`src/rtl/fetch_pc_if.sv`:
```
// fetch_pc_if -- bundle between the IF stage and its neighbours.
//
// Groups the hazard-unit controls, the redirect request from EX, the
// instruction-memory request/response pair and the IF/ID register outputs.
//
// Handshake (instruction memory): the stage raises imem_req with imem_addr
// and keeps both unchanged until it sees imem_ready=1 in a cycle where
// imem_req=1. That cycle completes the transfer and imem_rdata is sampled
// in it. imem_ready is ignored while imem_req=0. At most one request is in
// flight.
//
// Modports:
//   master - the fetch stage (drives imem_req/imem_addr and the IF/ID outputs)
//   slave  - the environment (hazard unit, EX redirect, instruction memory)
//
// fsm_state is a debug view of the stage's state register.
interface fetch_pc_if #(
  parameter int WL = 32
);
  logic          stall_f;
  logic          flush_d;
  logic          pc_src;
  logic [WL-1:0] pc_target;
  logic          imem_req;
  logic [WL-1:0] imem_addr;
  logic [WL-1:0] imem_rdata;
  logic          imem_ready;
  logic [WL-1:0] instr_d;
  logic [WL-1:0] pc_d;
  logic [WL-1:0] pc_plus4_d;
  logic          valid_d;
  logic          misalign_f;
  logic [1:0]    fsm_state;

  modport master (
    input  stall_f, flush_d, pc_src, pc_target, imem_rdata, imem_ready,
    output imem_req, imem_addr, instr_d, pc_d, pc_plus4_d, valid_d,
           misalign_f, fsm_state
  );

  modport slave (
    output stall_f, flush_d, pc_src, pc_target, imem_rdata, imem_ready,
    input  imem_req, imem_addr, instr_d, pc_d, pc_plus4_d, valid_d,
           misalign_f, fsm_state
  );
endinterface

```
`src/rtl/fetch_pc_stage.sv`:
```
// fetch_pc_stage -- IF stage of the 5-stage MIPS pipeline.
//
// Owns the fetch PC, issues one instruction-memory read at a time, computes
// PC+4 (modulo 2^WL) and loads the IF/ID register. A one-entry skid buffer
// holds a response that arrives while the hazard unit stalls the stage.
//
// Ports:
//   clk  - rising-edge clock
//   rst  - asynchronous active-high reset
//   bus  - fetch_pc_if.master: stall_f, flush_d, pc_src, pc_target,
//          imem_req/imem_addr/imem_rdata/imem_ready, instr_d, pc_d,
//          pc_plus4_d, valid_d, misalign_f, fsm_state (debug)
//
// Build option: define MISALIGN_TRAP_EN to redirect misaligned targets to
// EXC_VEC and pulse misalign_f. Without it the low two target bits are
// dropped and misalign_f stays 0.
module fetch_pc_stage #(
  parameter int            WL       = 32,
  parameter logic [WL-1:0] RESET_PC = 32'h0000_0000,
  parameter logic [WL-1:0] EXC_VEC  = 32'h8000_0180
) (
  input  logic        clk,
  input  logic        rst,
  fetch_pc_if.master  bus
);

  localparam logic [1:0] S_FETCH = 2'd0;
  localparam logic [1:0] S_WAIT  = 2'd1;
  localparam logic [1:0] S_HOLD  = 2'd2;
  localparam logic [1:0] S_DROP  = 2'd3;

`ifdef MISALIGN_TRAP_EN
  localparam bit TRAP_EN = 1'b1;
`else
  localparam bit TRAP_EN = 1'b0;
`endif

  logic [1:0]    state_q, state_d;
  logic [WL-1:0] fpc_q, fpc_d;       // fetch PC, always the request address
  logic [WL-1:0] tgt_q, tgt_d;       // redirect PC parked while draining DROP
  logic [WL-1:0] skid_q, skid_d;
  logic [WL-1:0] id_instr_q, id_instr_d;
  logic [WL-1:0] id_pc_q, id_pc_d;
  logic [WL-1:0] id_pc4_q, id_pc4_d;
  logic          id_valid_q, id_valid_d;
  logic          mis_q, mis_d;

  logic [WL-1:0] pc_plus4;
  logic [WL-1:0] redir_pc;
  logic          misaligned;
  logic          req_active;
  logic          load;
  logic [WL-1:0] load_word;

  assign pc_plus4   = fpc_q + WL'(4);
  assign misaligned = |bus.pc_target[1:0];
  assign redir_pc   = (TRAP_EN && misaligned) ? EXC_VEC
                    : (bus.pc_target & ~{{(WL-2){1'b0}}, 2'b11});
  assign req_active = (state_q != S_HOLD);

  always_comb begin
    state_d    = state_q;
    fpc_d      = fpc_q;
    tgt_d      = tgt_q;
    skid_d     = skid_q;
    id_instr_d = id_instr_q;
    id_pc_d    = id_pc_q;
    id_pc4_d   = id_pc4_q;
    id_valid_d = id_valid_q;
    mis_d      = 1'b0;
    load       = 1'b0;
    load_word  = bus.imem_rdata;

    if (bus.pc_src) begin
      // Redirect wins over stall, flush and any response this cycle.
      id_valid_d = 1'b0;
      id_instr_d = '0;
      mis_d      = TRAP_EN && misaligned;
      if (req_active && !bus.imem_ready) begin
        // The old request is still in flight: keep presenting it until the
        // memory answers, then switch to the parked target.
        tgt_d   = redir_pc;
        state_d = S_DROP;
      end else begin
        fpc_d   = redir_pc;
        state_d = S_FETCH;
      end
    end else begin
      case (state_q)
        S_FETCH, S_WAIT: begin
          if (bus.imem_ready) begin
            if (bus.stall_f) begin
              skid_d  = bus.imem_rdata;
              state_d = S_HOLD;
            end else begin
              load    = 1'b1;
              fpc_d   = pc_plus4;
              state_d = S_FETCH;
            end
          end else begin
            state_d = S_WAIT;
          end
        end
        S_HOLD: begin
          if (!bus.stall_f) begin
            load      = 1'b1;
            load_word = skid_q;
            fpc_d     = pc_plus4;
            state_d   = S_FETCH;
          end
        end
        S_DROP: begin
          if (bus.imem_ready) begin
            fpc_d   = tgt_q;
            state_d = S_FETCH;
          end
        end
        default: state_d = S_FETCH;
      endcase

      // A flush kills the entry even when a load would have happened; the
      // PC movement above is unaffected.
      if (bus.flush_d) begin
        id_valid_d = 1'b0;
        id_instr_d = '0;
      end else if (load) begin
        id_valid_d = 1'b1;
        id_instr_d = load_word;
        id_pc_d    = fpc_q;
        id_pc4_d   = pc_plus4;
      end
    end
  end

  always_ff @(posedge clk or posedge rst) begin
    if (rst) begin
      state_q    <= S_FETCH;
      fpc_q      <= RESET_PC;
      tgt_q      <= RESET_PC;
      skid_q     <= '0;
      id_instr_q <= '0;
      id_pc_q    <= '0;
      id_pc4_q   <= '0;
      id_valid_q <= 1'b0;
      mis_q      <= 1'b0;
    end else begin
      state_q    <= state_d;
      fpc_q      <= fpc_d;
      tgt_q      <= tgt_d;
      skid_q     <= skid_d;
      id_instr_q <= id_instr_d;
      id_pc_q    <= id_pc_d;
      id_pc4_q   <= id_pc4_d;
      id_valid_q <= id_valid_d;
      mis_q      <= mis_d;
    end
  end

  // Request is gated by rst so nothing is issued while reset is held.
  assign bus.imem_req   = !rst && req_active;
  assign bus.imem_addr  = fpc_q;
  assign bus.instr_d    = id_instr_q;
  assign bus.pc_d       = id_pc_q;
  assign bus.pc_plus4_d = id_pc4_q;
  assign bus.valid_d    = id_valid_q;
  assign bus.misalign_f = mis_q;
  assign bus.fsm_state  = state_q;

endmodule
```
`src/flat_wrapper.sv`:
```
// flat-port wrapper written by rule: the top's interface ports become plain ports
module fetch_pc_stage_flat 
#(
  parameter int            WL       = 32,
  parameter logic [WL-1:0] RESET_PC = 32'h0000_0000,
  parameter logic [WL-1:0] EXC_VEC  = 32'h8000_0180
)
  (clk, rst, bus_stall_f, bus_flush_d, bus_pc_src, bus_pc_target, bus_imem_rdata, bus_imem_ready, bus_imem_req, bus_imem_addr, bus_instr_d, bus_pc_d, bus_pc_plus4_d, bus_valid_d, bus_misalign_f, bus_fsm_state);
  fetch_pc_if #(.WL(WL)) bus_i ();
  input  logic clk;
  input  logic rst;
  input wire logic [$bits(bus_i.stall_f)-1:0] bus_stall_f;
  input wire logic [$bits(bus_i.flush_d)-1:0] bus_flush_d;
  input wire logic [$bits(bus_i.pc_src)-1:0] bus_pc_src;
  input wire logic [$bits(bus_i.pc_target)-1:0] bus_pc_target;
  input wire logic [$bits(bus_i.imem_rdata)-1:0] bus_imem_rdata;
  input wire logic [$bits(bus_i.imem_ready)-1:0] bus_imem_ready;
  output wire logic [$bits(bus_i.imem_req)-1:0] bus_imem_req;
  output wire logic [$bits(bus_i.imem_addr)-1:0] bus_imem_addr;
  output wire logic [$bits(bus_i.instr_d)-1:0] bus_instr_d;
  output wire logic [$bits(bus_i.pc_d)-1:0] bus_pc_d;
  output wire logic [$bits(bus_i.pc_plus4_d)-1:0] bus_pc_plus4_d;
  output wire logic [$bits(bus_i.valid_d)-1:0] bus_valid_d;
  output wire logic [$bits(bus_i.misalign_f)-1:0] bus_misalign_f;
  output wire logic [$bits(bus_i.fsm_state)-1:0] bus_fsm_state;
  assign bus_i.stall_f = bus_stall_f;
  assign bus_i.flush_d = bus_flush_d;
  assign bus_i.pc_src = bus_pc_src;
  assign bus_i.pc_target = bus_pc_target;
  assign bus_i.imem_rdata = bus_imem_rdata;
  assign bus_i.imem_ready = bus_imem_ready;
  assign bus_imem_req = bus_i.imem_req;
  assign bus_imem_addr = bus_i.imem_addr;
  assign bus_instr_d = bus_i.instr_d;
  assign bus_pc_d = bus_i.pc_d;
  assign bus_pc_plus4_d = bus_i.pc_plus4_d;
  assign bus_valid_d = bus_i.valid_d;
  assign bus_misalign_f = bus_i.misalign_f;
  assign bus_fsm_state = bus_i.fsm_state;
  fetch_pc_stage #(.WL(WL), .RESET_PC(RESET_PC), .EXC_VEC(EXC_VEC)) u_core (.clk(clk), .rst(rst), .bus(bus_i));
endmodule
```
`config.mk`:
```
export PLATFORM = sky130hd
export DESIGN_NAME = fetch_pc_stage_flat
export DESIGN_NICKNAME = d
export VERILOG_FILES = /design/src/rtl/fetch_pc_if.sv /design/src/rtl/fetch_pc_stage.sv /design/src/flat_wrapper.sv
export SDC_FILE = /design/constraint.sdc
export NUM_CORES = 1
export LEC_CHECK = 0
export CELL_PAD_IN_SITES_DETAIL_PLACEMENT = 2
export CELL_PAD_IN_SITES_GLOBAL_PLACEMENT = 2
export CORE_ASPECT_RATIO = 1.1
export CORE_MARGIN = 5
export CORE_UTILIZATION = 31
export DETAILED_ROUTE_END_ITERATION = 7
export GPL_TIMING_DRIVEN = 0
export PLACE_DENSITY = 0.75
export SLEW_MARGIN = 20
export SYNTH_ARGS = -nofsm -noshare
export SYNTH_HDL_FRONTEND = slang
export SYNTH_SLANG_ARGS = --single-unit
```
`constraint.sdc`:
```
create_clock -name clk -period 6.9 [get_ports clk]
set_input_delay 1.38 -clock clk [delete_from_list [all_inputs] [get_ports clk]]
set_output_delay 1.38 -clock clk [all_outputs]
set_load 0.1 [all_outputs]
```
==> results.toml <==
[pwr]
pwr-share-seq_pct = 31.9
swShare_pct = 49.7
power-per-cell-area_mw_per_mm2 = 418
p_int_mw = 2.47
pwr-share-clk_pct = 20.8
combPwrFrac_pct = 47.2
p_leak_nw = 4.89
vdd_drop_max_uv = 245
switchingPower_mw = 2.44

[placed_design]
gp_congestion = 0.811
place_ws_ns = 2.30
place_hpwl_um = 23000
portBuffers = 192

[synthesis]
ys_warn_count = 0
syn_area_per_cell_um2 = 10.4
netlist_area_mm2 = 0.00872
synth_edf_count = 0
synth_cells = 838
ys_ff_latch = 187
synthDistinctLibCells = 56
synth-main-ff-cell = "dfrtp_1"
synth-async-reset-ratio_pct = 100
seq_area_frac_synth_pct = 53.7

[critical_path]
critPathCaptureType = "primary output"
worst_r2r_endpoint = "u_core.bus.imem_addr[11]"
worst-path-max-fanout = 2
r2r-start = "u_core.bus.fsm_state[1]"
arrival_ns = 3.20
start_kind = "primary input"
cp.required_ns = 5.52
path_class = "primary input to primary output"
regToRegSetupSlack_ns = 4.09
reg2reg_depth = 6

[clocking]
htree_levels = 4
clk_pin_slew_ns = 0.07
post-cts-setup-buffers = 0
numClockSinks = 187
cts_root_buf = "clkbuf_16"
numCtsBuffers = 17
cts_resized = 0
clock_latency_ns = 0.44
cts_tree = "done"
clockBufferDepth = 2
hold_buffers = 0

[detailed_routing]
via_per_inst = 5.07
routed_wl_um = 31000
post_drt_wl_per_cell_um = 21.6
ant_nets = 0
route.detailed.drc = 0
route.vias.total = 7254
dr.pass1.iters = 4
drtIter0Drc = 351

[layout]
drive_gt1_share_pct = 11.6
areaGrowthSynthToFinish_pct = 35.0
final_common_cell = "clkdlybuf4s50_1"
nets = 1128
mostFrequentLayoutCells = "192 x clkdlybuf4s50_1, 187 x dfrtp_1, 153 x nand2_1"
num_antenna_cells = 0

[sta]
setup-tns-final_ns = 0
final.setup.worst_slack_ns = 2.32
hold_violations = 0
fin_skew_ns = 0.0109
finalSetupViolCount = 0
max_slew_margin_pct = 29.5
fin_crit_sh_pct = 66.4
worstMarginPinSlew_ns = 1.05
fmax_mhz = 218
finalMaxSlewViolations = 0
rsz0062_at_grt = "false"
fin_crit_ns = 4.58

[die]
chipHeight_um = 186
ios = 203
row_count = 64
die_area_mm2 = 0.0316
core_mm2 = 0.0278
start_util_pct = 31.4
die_x_um = 170

[global_route]
overflow = 0
grt_usage_pct = 19.8
antenna_found_initial = 2
grt_pass1_vias = 8211
grt_pass1_wl_um = 48400
grt_max_degree = 76

[run]
cap_violations = 0

[outcome]
status = "completed"

[hold_path]
min_from = "u_core.bus.pc_plus4_d[7]"
hold_path.class = "flip-flop to flip-flop"
whs_endpoint = "u_core.bus.pc_plus4_d[7]"
hold_depth = 2
## cells by family (layout without fill, tap and decap cells)
kind of cell             Yosys count  after routing  share of synthesized area, %
AO/OA/AOI/OAI                    174            174                          13.0
multiplexers                      91             91                          11.3
XOR/XNOR                          28             28                          2.81
buffers and inverters             73            298                          3.64
adder cells (fa/ha/maj)            1              1                         0.143
other                              1              7                        0.0430
flip-flops                       187            187                          53.7
AND/OR/NAND/NOR                  283            283                          15.4
## per-layer routing
layer	global-route usage (%)	wire, µm	vias up
li1	-	-	3348
met1	24.1	12800	3703
met2	35.7	16000	172
met3	4.69	1690	27
met4	4.54	419	4
met5	0	23	-
## cell usage after synthesis (all sizes together), types with 2 or more instances
master | n | area, µm²
dfrtp | 187 | 4680
nand2 | 153 | 574
nor2 | 63 | 236
mux2 | 58 | 653
o21ai | 47 | 235
clkbuf | 41 | 154
a211oi | 35 | 263
mux2i | 33 | 330
a21oi | 31 | 155
buf | 26 | 141
xnor2 | 17 | 149
nand2b | 14 | 87.6
a31oi | 12 | 75.1
xor2 | 11 | 96.3
o31ai | 10 | 75.1
and3 | 8 | 50.1
o21a | 8 | 60.1
o22a | 8 | 70.1
and4 | 7 | 62.6
nand3 | 7 | 40.0
nor3 | 7 | 45.0
inv | 6 | 22.5
nand4 | 6 | 73.8
and2 | 4 | 25.0
nor3b | 4 | 30.0
o311ai | 4 | 35.0
a21o | 3 | 22.5
a221oi | 3 | 26.3
a22o | 3 | 26.3
or2 | 3 | 18.8
a311oi | 2 | 17.5
nor2b | 2 | 12.5
nor4 | 2 | 33.8
nor4b | 2 | 47.6
o2bb2a | 2 | 20.0
## critical path, cell delays in order
cell	delay [ns]
clkdlybuf4s50_1	0.52
nor2_1	0.15
clkdlybuf4s50_1	1.15
## state kept, by name, summed over array words and instances (netlist names)
signal / count
u_core.bus.instr_d: 32
u_core.skid_q: 32
u_core.bus.imem_addr: 30
u_core.bus.pc_d: 30
u_core.bus.pc_plus4_d: 30
u_core.tgt_q: 30
u_core.bus.fsm_state: 2
u_core.bus.valid_d: 1
## power groups by stage
stage	Clock (mW)	Combinational (mW)	Sequential, mW
detailed placement	0	2.34	1.59
CTS	1.05	2.35	1.57
global placement	0	2.30	1.58
floorplan	0	0.447	2.84
finish	1.02	2.32	1.57
global route	1.09	2.41	1.61
## worst max-delay path by stage
stage	from	end	slack, ns	cells past startpoint
finish	rst	bus_imem_req	2.32	3
global route	rst	bus_imem_req	2.26	3
CTS	rst	bus_imem_req	2.30	3
detailed placement	rst	bus_imem_req	2.30	3
global placement	rst	u_core.bus.pc_d[18]	-2.78	2
floorplan	rst	u_core.bus.fsm_state[0]	0.43	1
## cell type report
cell class,count,area [µm²]
fill,2954,16000
buffer,67,295
clock buffer,20,457
timing repair buffer,194,1980
tap,363,454
sequential,187,4680
inverter,6,30.0
clock inverter,11,134
multi-input combinational,584,3740
## per-stage QoR
step	instances	util (%)	hold WS [ns]	area, µm²	total power [mW]
3_3_place_gp	1399	40.0	0.459	11100	3.88
5_1_grt	1432	42.4	0.510	11800	5.12
4_1_cts	1432	42.4	0.482	11800	4.97
3_5_place_dp	1401	40.2	0.465	11200	3.93
6_report	1432	42.4	0.478	11800	4.92
2_1_floorplan	844	-	0.450	8740	3.29
No activity file was read; power rests on OpenSTA's default activity.
